**src/rtl/regfile_wr_arbiter_if.sv**
```systemverilog
// rtl/regfile_wr_arbiter_if.sv - register-file write-port arbiter bus bundle
interface regfile_wr_arbiter_if #(
  parameter int DEPTH = 4
);
  localparam int CW = $clog2(DEPTH + 1);

  logic          wb_wr_en;
  logic [4:0]    wb_wr_addr;
  logic [31:0]   wb_wr_data;
  logic          aux_valid;
  logic          aux_ready;
  logic [4:0]    aux_addr;
  logic [31:0]   aux_data;
  logic [4:0]    rs1;
  logic [4:0]    rs2;
  logic          rs_hazard;
  logic          rf_wr_en;
  logic [4:0]    rf_wr_addr;
  logic [31:0]   rf_wr_data;
  logic          pipe_stall;
  logic [CW-1:0] fifo_count;

  modport master (
    output wb_wr_en, wb_wr_addr, wb_wr_data,
    output aux_valid, aux_addr, aux_data,
    output rs1, rs2,
    input  aux_ready, rs_hazard,
    input  rf_wr_en, rf_wr_addr, rf_wr_data,
    input  pipe_stall, fifo_count
  );

  modport slave (
    input  wb_wr_en, wb_wr_addr, wb_wr_data,
    input  aux_valid, aux_addr, aux_data,
    input  rs1, rs2,
    output aux_ready, rs_hazard,
    output rf_wr_en, rf_wr_addr, rf_wr_data,
    output pipe_stall, fifo_count
  );
endinterface

```
**src/rtl/regfile_wr_arbiter.sv**
```systemverilog
// rtl/regfile_wr_arbiter.sv - WB-priority register-file write arbiter with AUX result FIFO
module regfile_wr_arbiter #(
  parameter int DEPTH        = 4,
  parameter int STARVE_LIMIT = 8
) (
  input logic                 clk,
  input logic                 rst,
  regfile_wr_arbiter_if.slave bus
);
  localparam int PW = $clog2(DEPTH);
  localparam int CW = $clog2(DEPTH + 1);
  localparam int SW = $clog2(STARVE_LIMIT + 1);

  logic [DEPTH-1:0] valid_q;
  logic [DEPTH-1:0] live_q;
  logic [4:0]       addr_q [DEPTH];
  logic [31:0]      data_q [DEPTH];
  logic [PW-1:0]    wr_ptr_q;
  logic [PW-1:0]    rd_ptr_q;
  logic [CW-1:0]    count_q;
  logic [CW-1:0]    count_d;
  logic [SW-1:0]    starve_q;
  logic [SW-1:0]    starve_d;

  logic wb_active;
  logic head_valid;
  logic head_live;
  logic grant_head;
  logic push;
  logic pop;
  logic push_live;
  logic hazard;

  assign wb_active  = bus.wb_wr_en && (bus.wb_wr_addr != 5'd0);
  assign head_valid = valid_q[rd_ptr_q];
  assign head_live  = live_q[rd_ptr_q];
  assign grant_head = !wb_active && head_valid && head_live;
  // Dead heads leave in one cycle whether or not WB holds the port.
  assign pop        = head_valid && (grant_head || !head_live);
  assign push       = bus.aux_valid && bus.aux_ready;
  // A same-cycle WB write to the same register is the younger value.
  assign push_live  = (bus.aux_addr != 5'd0) &&
                      !(wb_active && (bus.wb_wr_addr == bus.aux_addr));

  assign bus.aux_ready  = (count_q != CW'(DEPTH));
  assign bus.fifo_count = count_q;
  assign bus.pipe_stall = (starve_q == SW'(STARVE_LIMIT));

  always_comb begin
    bus.rf_wr_en   = 1'b0;
    bus.rf_wr_addr = 5'd0;
    bus.rf_wr_data = 32'd0;
    if (wb_active) begin
      bus.rf_wr_en   = 1'b1;
      bus.rf_wr_addr = bus.wb_wr_addr;
      bus.rf_wr_data = bus.wb_wr_data;
    end else if (grant_head) begin
      bus.rf_wr_en   = 1'b1;
      bus.rf_wr_addr = addr_q[rd_ptr_q];
      bus.rf_wr_data = data_q[rd_ptr_q];
    end
  end

  always_comb begin
    hazard = 1'b0;
    for (int i = 0; i < DEPTH; i++) begin
      if (valid_q[i] && live_q[i] &&
          (((bus.rs1 != 5'd0) && (addr_q[i] == bus.rs1)) ||
           ((bus.rs2 != 5'd0) && (addr_q[i] == bus.rs2))))
        hazard = 1'b1;
    end
  end
  assign bus.rs_hazard = hazard;

  always_comb begin
    count_d = count_q;
    case ({push, pop})
      2'b10:   count_d = count_q + CW'(1);
      2'b01:   count_d = count_q - CW'(1);
      default: count_d = count_q;
    endcase
  end

  always_comb begin
    starve_d = starve_q;
    if ((count_q == CW'(0)) || grant_head)
      starve_d = '0;
    else if (head_valid && head_live && wb_active && (starve_q != SW'(STARVE_LIMIT)))
      starve_d = starve_q + SW'(1);
  end

  always_ff @(posedge clk or negedge rst) begin
    if (!rst) begin
      valid_q  <= '0;
      live_q   <= '0;
      wr_ptr_q <= '0;
      rd_ptr_q <= '0;
      count_q  <= '0;
      starve_q <= '0;
    end else begin
      for (int i = 0; i < DEPTH; i++) begin
        if (valid_q[i] && wb_active && (addr_q[i] == bus.wb_wr_addr))
          live_q[i] <= 1'b0;
      end
      // Push never targets the popping slot: a full FIFO refuses pushes.
      if (pop) begin
        valid_q[rd_ptr_q] <= 1'b0;
        live_q[rd_ptr_q]  <= 1'b0;
        rd_ptr_q          <= rd_ptr_q + PW'(1);
      end
      if (push) begin
        valid_q[wr_ptr_q] <= 1'b1;
        live_q[wr_ptr_q]  <= push_live;
        wr_ptr_q          <= wr_ptr_q + PW'(1);
      end
      count_q  <= count_d;
      starve_q <= starve_d;
    end
  end

  always_ff @(posedge clk) begin
    if (push) begin
      addr_q[wr_ptr_q] <= bus.aux_addr;
      data_q[wr_ptr_q] <= bus.aux_data;
    end
  end
endmodule

```
**src/flat_wrapper.sv**
```systemverilog
// flat-port wrapper written by rule: the top's interface ports become plain ports
module regfile_wr_arbiter_flat 
#(
  parameter int DEPTH        = 4,
  parameter int STARVE_LIMIT = 8
)
  (clk, rst, bus_wb_wr_en, bus_wb_wr_addr, bus_wb_wr_data, bus_aux_valid, bus_aux_addr, bus_aux_data, bus_rs1, bus_rs2, bus_aux_ready, bus_rs_hazard, bus_rf_wr_en, bus_rf_wr_addr, bus_rf_wr_data, bus_pipe_stall, bus_fifo_count);
  regfile_wr_arbiter_if #(.DEPTH(DEPTH)) bus_i ();
  input logic clk;
  input logic rst;
  input wire logic [$bits(bus_i.wb_wr_en)-1:0] bus_wb_wr_en;
  input wire logic [$bits(bus_i.wb_wr_addr)-1:0] bus_wb_wr_addr;
  input wire logic [$bits(bus_i.wb_wr_data)-1:0] bus_wb_wr_data;
  input wire logic [$bits(bus_i.aux_valid)-1:0] bus_aux_valid;
  input wire logic [$bits(bus_i.aux_addr)-1:0] bus_aux_addr;
  input wire logic [$bits(bus_i.aux_data)-1:0] bus_aux_data;
  input wire logic [$bits(bus_i.rs1)-1:0] bus_rs1;
  input wire logic [$bits(bus_i.rs2)-1:0] bus_rs2;
  output wire logic [$bits(bus_i.aux_ready)-1:0] bus_aux_ready;
  output wire logic [$bits(bus_i.rs_hazard)-1:0] bus_rs_hazard;
  output wire logic [$bits(bus_i.rf_wr_en)-1:0] bus_rf_wr_en;
  output wire logic [$bits(bus_i.rf_wr_addr)-1:0] bus_rf_wr_addr;
  output wire logic [$bits(bus_i.rf_wr_data)-1:0] bus_rf_wr_data;
  output wire logic [$bits(bus_i.pipe_stall)-1:0] bus_pipe_stall;
  output wire logic [$bits(bus_i.fifo_count)-1:0] bus_fifo_count;
  assign bus_i.wb_wr_en = bus_wb_wr_en;
  assign bus_i.wb_wr_addr = bus_wb_wr_addr;
  assign bus_i.wb_wr_data = bus_wb_wr_data;
  assign bus_i.aux_valid = bus_aux_valid;
  assign bus_i.aux_addr = bus_aux_addr;
  assign bus_i.aux_data = bus_aux_data;
  assign bus_i.rs1 = bus_rs1;
  assign bus_i.rs2 = bus_rs2;
  assign bus_aux_ready = bus_i.aux_ready;
  assign bus_rs_hazard = bus_i.rs_hazard;
  assign bus_rf_wr_en = bus_i.rf_wr_en;
  assign bus_rf_wr_addr = bus_i.rf_wr_addr;
  assign bus_rf_wr_data = bus_i.rf_wr_data;
  assign bus_pipe_stall = bus_i.pipe_stall;
  assign bus_fifo_count = bus_i.fifo_count;
  regfile_wr_arbiter #(.DEPTH(DEPTH), .STARVE_LIMIT(STARVE_LIMIT)) u_core (.clk(clk), .rst(rst), .bus(bus_i));
endmodule
```
**config.mk**
```make
export PLATFORM = sky130hd
export DESIGN_NAME = regfile_wr_arbiter_flat
export DESIGN_NICKNAME = d
export VERILOG_FILES = /design/src/rtl/regfile_wr_arbiter_if.sv /design/src/rtl/regfile_wr_arbiter.sv /design/src/flat_wrapper.sv
export SDC_FILE = /design/constraint.sdc
export NUM_CORES = 1
export LEC_CHECK = 0
export BUFFER_PORTS_ARGS = -buffer_cell sky130_fd_sc_hd__buf_4
export CORE_MARGIN = 5
export CORE_UTILIZATION = 45
export DETAILED_ROUTE_END_ITERATION = 10
export GPL_TIMING_DRIVEN = 0
export PLACE_DENSITY = 0.71
export REMOVE_ABC_BUFFERS = 1
export SLEW_MARGIN = 20
export SYNTH_ARGS = -nofsm -noshare
export SYNTH_HDL_FRONTEND = slang
export SYNTH_SLANG_ARGS = --single-unit
export TNS_END_PERCENT = 10
```
**constraint.sdc**
```tcl
create_clock -name clk -period 5.4 [get_ports clk]
set_clock_uncertainty 0.1 [all_clocks]
set_input_delay 1.08 -clock clk [delete_from_list [all_inputs] [get_ports clk]]
set_output_delay 1.08 -clock clk [all_outputs]
set_load 0.005 [all_outputs]
```
# After elaboration in Yosys (flattened, before gate mapping)
# Memories as Yosys holds them, arrays and structs flattened.
# Index checks and enable logic that the tools add are counted.
# word_totals
regBits	19
latch_bits	0
ramBits	148
romBits	0
inputBits	88
output_inout_bits	44
wordCells	123
mem_count	2
# mem_list
name	words	word_bits	read_ports	rd_ports_with_merged_regs	wr	line	source
u_core.data_q	4	32	1	0	1	regfile_wr_arbiter.sv:17	logic [31:0] data_q [DEPTH];
u_core.addr_q	4	5	5	0	1	regfile_wr_arbiter.sv:16	logic [4:0] addr_q [DEPTH];
# classes
add_sub_neg	5
n_mul	0
n_div	0
n_lt_le_gt_ge	4
eq_ne	18
n_shift	0
n_mux	32
bitwise_logic	4
n_reduce_logical	52
# ops
operator	count
== test 5 bit	13
two-way mux 32 bit	2
logical AND 1 bit	36
two-way mux 4 bit	6
nonzero test 5 bit	4
two-way mux 1 bit	16
two-way mux 5 bit	2
bitwise AND 4 bit	2
logical OR 1 bit	6
less-than comparator 2 x 3 -> 1 bit (second input constant)	2
case mux 3 bit (2 select lines)	1
adder 2 x 1 -> 2 bit (second input constant)	2
adder 4 x 1 -> 4 bit (second input constant)	1
binary-select mux 1 bit (select 2 bit)	2
bitwise mux 4 bit	1
demux 1 bit (select 2 bit)	2
== test 4 bit (second input constant)	1
greater-or-equal comparator 2 x 1 -> 1 bit (second input constant)	2
!= test 4 bit (second input constant)	1
inverter 4 bit	1
OR 4 bit	1
nonzero test 2 bit	2
adder 3 x 1 -> 3 bit (second input constant)	1
logical NOT 1 bit	3
5 further kinds	5

# Logic depth before layout (Yosys ltp)
# Gate-level depths: netlist of run 1.
# logic_depth
depth_word	10
ltp_mapped	10
depth_no_buf	9

# Worst setup path before layout of run 1
# Ideal clock, no wire load.
# synth_path
path_type	input -> output
start	input port bus_wb_wr_addr[3]
end	output port bus_rf_wr_addr[0]
t_arrival_ns	2.365
t_required_ns	4.220
path_slack_ns	1.855
path_stages	6
path_buffers	2
cell_sequence	buf_2 > or2_4 > o41a_4 > buf_2 > nor2_2 > a22o_1
# synth_between
elab_chain_len	7
# synth_rtl
item	line	source
start: declaration	flat_wrapper.sv:12	input wire logic [$bits(bus_i.wb_wr_addr)-1:0] bus_wb_wr_addr;
nonzero test 5 bit (*)	regfile_wr_arbiter.sv:34	assign wb_active = bus.wb_wr_en && (bus.wb_wr_addr != 5'd0);
logical AND 1 bit (*)	regfile_wr_arbiter.sv:34	
logical NOT 1 bit	regfile_wr_arbiter.sv:37	assign grant_head = !wb_active && head_valid && head_live;
logical AND 1 bit (2 in series)	regfile_wr_arbiter.sv:37	
two-way mux 5 bit	regfile_wr_arbiter.sv:57	end else if (grant_head) begin
two-way mux 5 bit (*)	regfile_wr_arbiter.sv:53	if (wb_active) begin
end: declaration	flat_wrapper.sv:22	output wire logic [$bits(bus_i.rf_wr_addr)-1:0] bus_rf_wr_addr;
# Mark *: on every way between the ends. The rest lies on a longest branch, timed or not.

# Worst setup path in the final report of run 1
# layout_path
start	register u_core.rd_ptr_q[1]
end	output port bus_rf_wr_addr[2]
# layout_between
elab_chain_len	6
word_cells_on_any_way	9
classes_between	mux (6); reduce/logical (2); memory (1)
# layout_rtl
item	line	source
start: declaration	regfile_wr_arbiter.sv:19	logic [PW-1:0] rd_ptr_q;
start signal: assignment	regfile_wr_arbiter.sv:109	rd_ptr_q <= rd_ptr_q + PW'(1);
binary-select mux 1 bit (select 2 bit)	regfile_wr_arbiter.sv:35	assign head_valid = valid_q[rd_ptr_q];
two-way mux 1 bit (implied by the code)	regfile_wr_arbiter.sv:35	
logical AND 1 bit (2 in series)	regfile_wr_arbiter.sv:37	
two-way mux 5 bit (*)	regfile_wr_arbiter.sv:57	
two-way mux 5 bit (*)	regfile_wr_arbiter.sv:53	
# Mark *: on every way between the ends. The rest lies on a longest branch, timed or not. The select of a mux whose other input is x is not followed.

==> results of run 1 <==
==> stage by stage <==
step	setup slack (ns)	hold WS (ns)
2_1_floorplan	0.841	0.389
3_3_place_gp	-0.615	0.434
3_5_place_dp	1.49	0.437
4_1_cts	1.37	0.412
5_1_grt	1.27	0.426
6_report	1.44	0.430
==> cell families after synthesis <==
| family | Yosys count |
|---|---|
| adder cells (fa/ha/maj) | 12 |
| AND/OR/NAND/NOR | 127 |
| buffers and inverters | 50 |
| flip-flops | 167 |
| multiplexers | 41 |
| XOR/XNOR | 73 |
| AO/OA/AOI/OAI | 57 |
==> registers in the layout, indices dropped and copies added, names as in the netlist <==
signal / flops
u_core.data_q: 128
u_core.addr_q: 20
u_core.live_q: 4
u_core.starve_q: 4
u_core.valid_q: 4
u_core.bus.fifo_count: 3
u_core.rd_ptr_q: 2
u_core.wr_ptr_q: 2
==> worst paths after layout <==
check                                               startpoint                                    to  slack [ns]  cells past startpoint
worst max-delay path            u_core.rd_ptr_q[1]$_DFFE_PN0N_                     bus_rf_wr_addr[2]        1.44                      6
worst min-delay path                                       rst        u_core.wr_ptr_q[0]$_DFFE_PN0N_        0.43                      1
worst max register to register  u_core.rd_ptr_q[0]$_DFFE_PN0N_  u_core.bus.fifo_count[2]$_DFFE_PN0P_        2.45                      8
worst min register to register  u_core.starve_q[3]$_DFFE_PN0P_        u_core.starve_q[3]$_DFFE_PN0P_        0.45                      2
max in group asynchronous                                  rst        u_core.rd_ptr_q[0]$_DFFE_PN0N_        4.53                      1
min in group clk                u_core.starve_q[3]$_DFFE_PN0P_        u_core.starve_q[3]$_DFFE_PN0P_        0.45                      2
==> report_power, final <==
part	total (W)	internal (W)	switching, W
clock	0.00117	0.000684	0.000489
combinational	0.00159	0.000806	0.000782
sequential	0.00194	0.00173	0.000219
total	0.00471	0.00322	0.00149
==> Yosys cell counts (all sizes together) <==
library cell	count	share of area (%)
mux4	39	11
o211ai	4	0.38
nand2	78	3.9
nor4	12	0.96
or2	1	0.11
nor2	10	0.51
o41a	1	0.27
mux2i	2	0.26
xnor2	36	4.0
nand3	9	0.58
nor3	3	0.26
and3	4	0.32
o2bb2ai	4	0.45
nor4b	1	0.19
nand4	6	0.48
o41ai	1	0.35
a22o	5	0.56
a21o	4	0.38
o21ai	35	2.2
edfxtp	148	57
a21boi	2	0.34
ha	11	1.8
o32ai	1	0.11
clkbuf	15	0.74
buf	21	1.4
dfrtp	19	6.1
or4	3	0.29
xor2	37	4.1
inv	14	0.67
fa	1	0.26
==> routing by layer <==
layer	GRT usage, %	routed length [um]
met3	5.83	1320
met5	0	0
met4	5.30	224
met2	28.7	8590
met1	24.0	7330
==> final cells by class <==
type,count,area [um2]
Clock buffer,18,429
Sequential cell,167,4920
Fill cell,1381,7490
Inverter,14,52.6
Clock inverter,14,148
Multi-Input combinational cell,310,2690
Tap cell,225,282
Timing Repair Buffer,142,1160
==> flow_metrics.py, run 1 <==
metrics = {
    "die": {
        "die_area_um2": 20100,
        "boundaryPins": 132,
        "num_rows": 48,
        "start_util_pct": 45.6,
        "die_h_um": 142,
        "fp.dieW_um": 142,
        "core_um2": 17200,
    },
    "global_routing": {
        "antenna_found_initial": 0,
        "grt_pass1_vias": 5142,
        "grt_usage_pct": 18.1,
        "grt_max_degree": 41,
        "grt_pass1_wl_um": 27700,
        "grt-ovfl-total": 0,
    },
    "sta": {
        "rsz0062_at_grt": "false",
        "max_freq_ghz": 0.253,
        "fin_crit_ns": 3.96,
        "slew_headroom_pct": 58.2,
        "hold_viol": 0,
        "finalMaxSlewViolations": 0,
        "finalCritPeriodShare_pct": 73.3,
        "tightest_slew_ns": 0.625,
        "setup_violations": 0,
        "fin_tns_setup_ns": 0,
    },
    "yosys": {
        "ys_seq_elements": 167,
        "synth_xor_area_share_pct": 8.17,
        "synth_area_um2": 7830,
        "avgSynthCellArea_um2": 14.9,
        "synth_fa_ha_area_share_pct": 2.01,
        "synthSimpleGateAreaFrac_pct": 7.56,
        "synthMuxAreaShare_pct": 11.5,
        "seq_area_frac_synth_pct": 62.9,
        "ys_types": 39,
        "syn-instance-count": 527,
        "yosysWarnings": 0,
        "synth_top_family_by_area": "multiplexers",
        "synth_compound_area_share_pct": 5.08,
    },
    "clock_tree": {
        "clock_path_buffers": 2,
        "cts_setup_buffers": 0,
        "path_clk_slew_ns": 0.06,
        "clk_latency_ns": 0.42,
        "hold_buffers": 0,
        "numCtsBuffers": 17,
        "clock_sinks": 167,
        "post_cts_resize_count": 0,
        "cts_tree": "done",
        "h-tree-depth": 4,
        "cts_root_buf": "clkbuf_16",
    },
    "place": {
        "dpl.hpwl_um": 11900,
        "dp_cells": 858,
        "postPlaceCellArea_um2": 9110,
        "gp_congestion": 0.871,
        "io_buffers": 131,
    },
    "final_layout": {
        "syn_to_final_growth_pct": 23.8,
        "final_layout_size_suffix_gt1_share_pct": 34.3,
        "design_area_um2": 9690,
        "final_util_pct": 56.4,
        "stdcell_count": 890,
        "n_antenna_cell": 0,
        "nets": 752,
        "final_common_cell": "edfxtp_1",
        "mostFrequentLayoutCells": "edfxtp_1 (148), buf_4 (134), nand2_1 (73), mux4_2 (39), xor2_1 (37)",
    },
    "critical_path": {
        "max_stage_delay_ns": 0.71,
        "critical_path_arrival_ns": 2.78,
        "path_delay_family": "flip-flops",
        "crit_fanout": 24,
        "endpoint_kind": "output pin",
        "critPathBufInv": 2,
        "worstPathCellList": "mux4_2, nand2_2, buf_16, nor2_2, a22o_1, buf_4",
        "startpoint_type": "flip-flop",
        "crit_required_ns": 4.22,
        "slowest_stage": "dfrtp_2",
        "critPathKind": "flip-flop to output pin",
    },
    "routing": {
        "drt_first_pass_iters": 5,
        "drt-total-wl_um": 17500,
        "vias_per_cell": 5.43,
        "drtAntennaViolNets": 0,
        "vias": 4831,
        "wl_per_cell_um": 19.6,
        "drt_iter0_drc": 304,
        "drc": 0,
    },
    "status": {
        "status": "completed",
    },
    "power": {
        "peakVddDrop_mv": 0.257,
        "power_w": 0.00471,
        "p_per_area_nw_per_um2": 486,
        "p_leak_nw": 3.60,
    },
    "min_path": {
        "min-delay-path-class": "input pin to asynchronous set/reset pin",
    },
    "run": {
        "cap_violations": 0,
    },
}
Power figures use the tool's default switching activity.
==> inputs of run 2 (changes only) <==
==> constraint.sdc (replaced) <==
create_clock -name clk -period 3.8 [get_ports clk]
set_clock_uncertainty 0.1 [all_clocks]
set_input_delay 0.76 -clock clk [delete_from_list [all_inputs] [get_ports clk]]
set_output_delay 0.76 -clock clk [all_outputs]
set_load 0.005 [all_outputs]
==> run 2 against run 1 <==
Clock power is 43% higher. Largest cell class unchanged. Worst setup slack got worse by 1.3 ns. Critical path depth unchanged. Critical endpoint unchanged. Cell area grew 0.16%. First-iteration DRC count is 0.66% higher. Via count is 0.25% higher. Sequential cell count is the same. Utilization grew 0.087 points. Wire length up 0.52%. Cell count grew 0.11%.
==> flow_metrics.py, run 2 (synthesis gave the netlist of run 1 again) <==
metrics = {
    "critical_path": {
        "critical_path_arrival_ns": 2.78,
        "crit_fanout": 24,
        "r2r_slack_ns": 0.96,
        "worstRegToRegCells": 8,
        "r2r_end": "u_core.bus.fifo_count[2]$_DFFE_PN0P_",
        "r2r_start": "u_core.rd_ptr_q[0]$_DFFE_PN0N_",
        "crit_required_ns": 2.94,
        "endpoint_kind": "output pin",
        "startpoint_type": "flip-flop",
        "critPathKind": "flip-flop to output pin",
    },
    "power": {
        "pwr-share-comb_pct": 34.3,
        "p_int_w": 0.00459,
        "sw_frac_of_total_pct": 31.7,
        "power_frac_clock_pct": 24.8,
        "p_per_area_nw_per_um2": 692,
        "p_leak_nw": 3.61,
        "p_switching_w": 0.00213,
        "peakVddDrop_mv": 0.367,
        "pwr-share-seq_pct": 40.8,
    },
    "min_path": {
        "min-delay-path-class": "input pin to asynchronous set/reset pin",
    },
    "clock_tree": {
        "clock_sinks": 167,
        "cts_tree": "done",
        "numCtsBuffers": 17,
        "path_clk_slew_ns": 0.06,
        "cts_root_buf": "clkbuf_16",
        "clock_path_buffers": 2,
        "post_cts_resize_count": 0,
        "h-tree-depth": 4,
        "clk_latency_ns": 0.42,
    },
    "die": {
        "start_util_pct": 45.6,
        "die_area_um2": 20100,
        "num_rows": 48,
        "boundaryPins": 132,
        "fp.dieW_um": 142,
        "die_h_um": 142,
        "core_um2": 17200,
    },
    "routing": {
        "wl_per_cell_um": 19.7,
        "drt_iter0_drc": 306,
        "drt-total-wl_um": 17500,
        "vias": 4843,
        "drtAntennaViolNets": 0,
        "vias_per_cell": 5.44,
        "drc": 0,
        "drt_first_pass_iters": 5,
    },
    "global_routing": {
        "grt_pass1_vias": 5142,
        "use_met3_pct": 5.83,
        "busiest_layer": "met2",
        "grt_pass1_wl_um": 27700,
        "grt-ovfl-total": 0,
        "grt_max_degree": 41,
        "grt_usage_pct": 18.1,
        "grt_use_met2_pct": 28.7,
        "globalRouteMet1Util_pct": 24.0,
        "antenna_found_initial": 0,
    },
    "place": {
        "io_buffers": 131,
        "pre_cts_slack_ns": 0.287,
        "gp_congestion": 0.871,
        "dpl.hpwl_um": 11900,
        "dp_cells": 858,
    },
    "sta": {
        "fin_tns_setup_ns": 0,
        "fin_crit_ns": 3.64,
        "max_freq_ghz": 0.275,
        "setup_violations": 0,
        "slew_headroom_pct": 57.9,
        "rsz0062_at_grt": "false",
        "setup_slack_ns": 0.161,
        "hold_viol": 0,
        "finalMaxSlewViolations": 0,
        "tightest_slew_ns": 0.631,
        "finalCritPeriodShare_pct": 95.8,
    },
    "final_layout": {
        "nets": 753,
        "final_common_cell": "edfxtp_1",
        "multi_input_area_um2": 2690,
        "final_layout_size_suffix_gt1_share_pct": 34.4,
        "fill_cells": 1379,
        "regArea_um2": 4920,
        "top_register": "u_core.data_q",
        "mostFrequentLayoutCells": "edfxtp_1 (148), buf_4 (134), nand2_1 (73), mux4_2 (39), xor2_1 (37)",
        "syn_to_final_growth_pct": 24.0,
        "n_antenna_cell": 0,
        "largest_register_ffs": 128,
        "stdcell_count": 891,
        "reg.largest.list": "u_core.data_q (128), u_core.addr_q (20)",
    },
    "status": {
        "status": "completed",
    },
    "run": {
        "cap_violations": 0,
    },
}
-- run 2: changes by cell type in the layout (fill, tap and decap cells not counted) --
| cell | delta |
|---|---|
| buf_8 | +1 |
-- run 2: final cells by class --
cell class	count	area share [%]
sequential	167	50.8
multi-input combinational	310	27.7
timing repair buffer	143	12.2
clock buffer	18	4.42
tap	225	2.90
clock inverter	14	1.52
inverter	14	0.542
-- run 2: through the flow --
stage	power (W)	hold WS (ns)	instance area (um2)	utilization [%]
finish	0.00671	0.111	9700	56.5
global route	0.00710	0.105	9700	56.5
CTS	0.00678	0.0915	9690	56.4
detailed placement	0.00510	0.437	9110	53.0
global placement	0.00491	0.434	8920	51.9
floorplan	0.00413	0.364	7660	-
-- run 2: per-layer routing --
metal / vias up / share of wire, %
li1: 2223 / -
met4: 0 / 1.3
met1: 2450 / 42
met5: - / 0
met2: 153 / 49
met3: 17 / 7.1
-- run 2: worst max-delay path by stage --
| stage | depth (start not counted) | to | slack [ns] | from |
|---|---|---|---|---|
| 2_1_floorplan | 4 | bus_rf_wr_addr[0] | -0.44 | u_core.rd_ptr_q[0]$_DFFE_PN0N_ |
| 3_3_place_gp | 5 | bus_rf_wr_addr[2] | -1.90 | u_core.rd_ptr_q[0]$_DFFE_PN0N_ |
| 5_1_grt | 6 | bus_rf_wr_addr[2] | 0.02 | u_core.rd_ptr_q[1]$_DFFE_PN0N_ |
| 4_1_cts | 6 | bus_rf_wr_addr[2] | 0.09 | u_core.rd_ptr_q[0]$_DFFE_PN0N_ |
| 3_5_place_dp | 10 | u_core.bus.fifo_count[2]$_DFFE_PN0P_ | 0.29 | bus_wb_wr_addr[1] |
| 6_report | 6 | bus_rf_wr_addr[2] | 0.16 | u_core.rd_ptr_q[1]$_DFFE_PN0N_ |
-- run 2: worst max-delay path, cell delays in order, from the launching register on --
cell and delay, ns:
dfrtp_2 0.71, mux4_2 0.61, nand2_2 0.34, buf_16 0.23, nor2_2 0.09, a22o_1 0.22, buf_4 0.14
-- run 2: power groups by stage --
| stage | Clock (W) | Combinational (W) | Sequential (W) |
|---|---|---|---|
| floorplan | 0 | 0.00136 | 0.00277 |
| global placement | 0 | 0.00199 | 0.00292 |
| detailed placement | 0 | 0.00229 | 0.00281 |
| CTS | 0.00171 | 0.00230 | 0.00277 |
| global route | 0.00180 | 0.00252 | 0.00279 |
| finish | 0.00167 | 0.00230 | 0.00274 |
-- run 2: repair_timing --
action                                  in CTS  in global routing
endpoints found under the hold margin        0                  0
endpoints found under the setup margin       0                  1
hold buffers                                 0                  0
buffers inserted                             0                  1
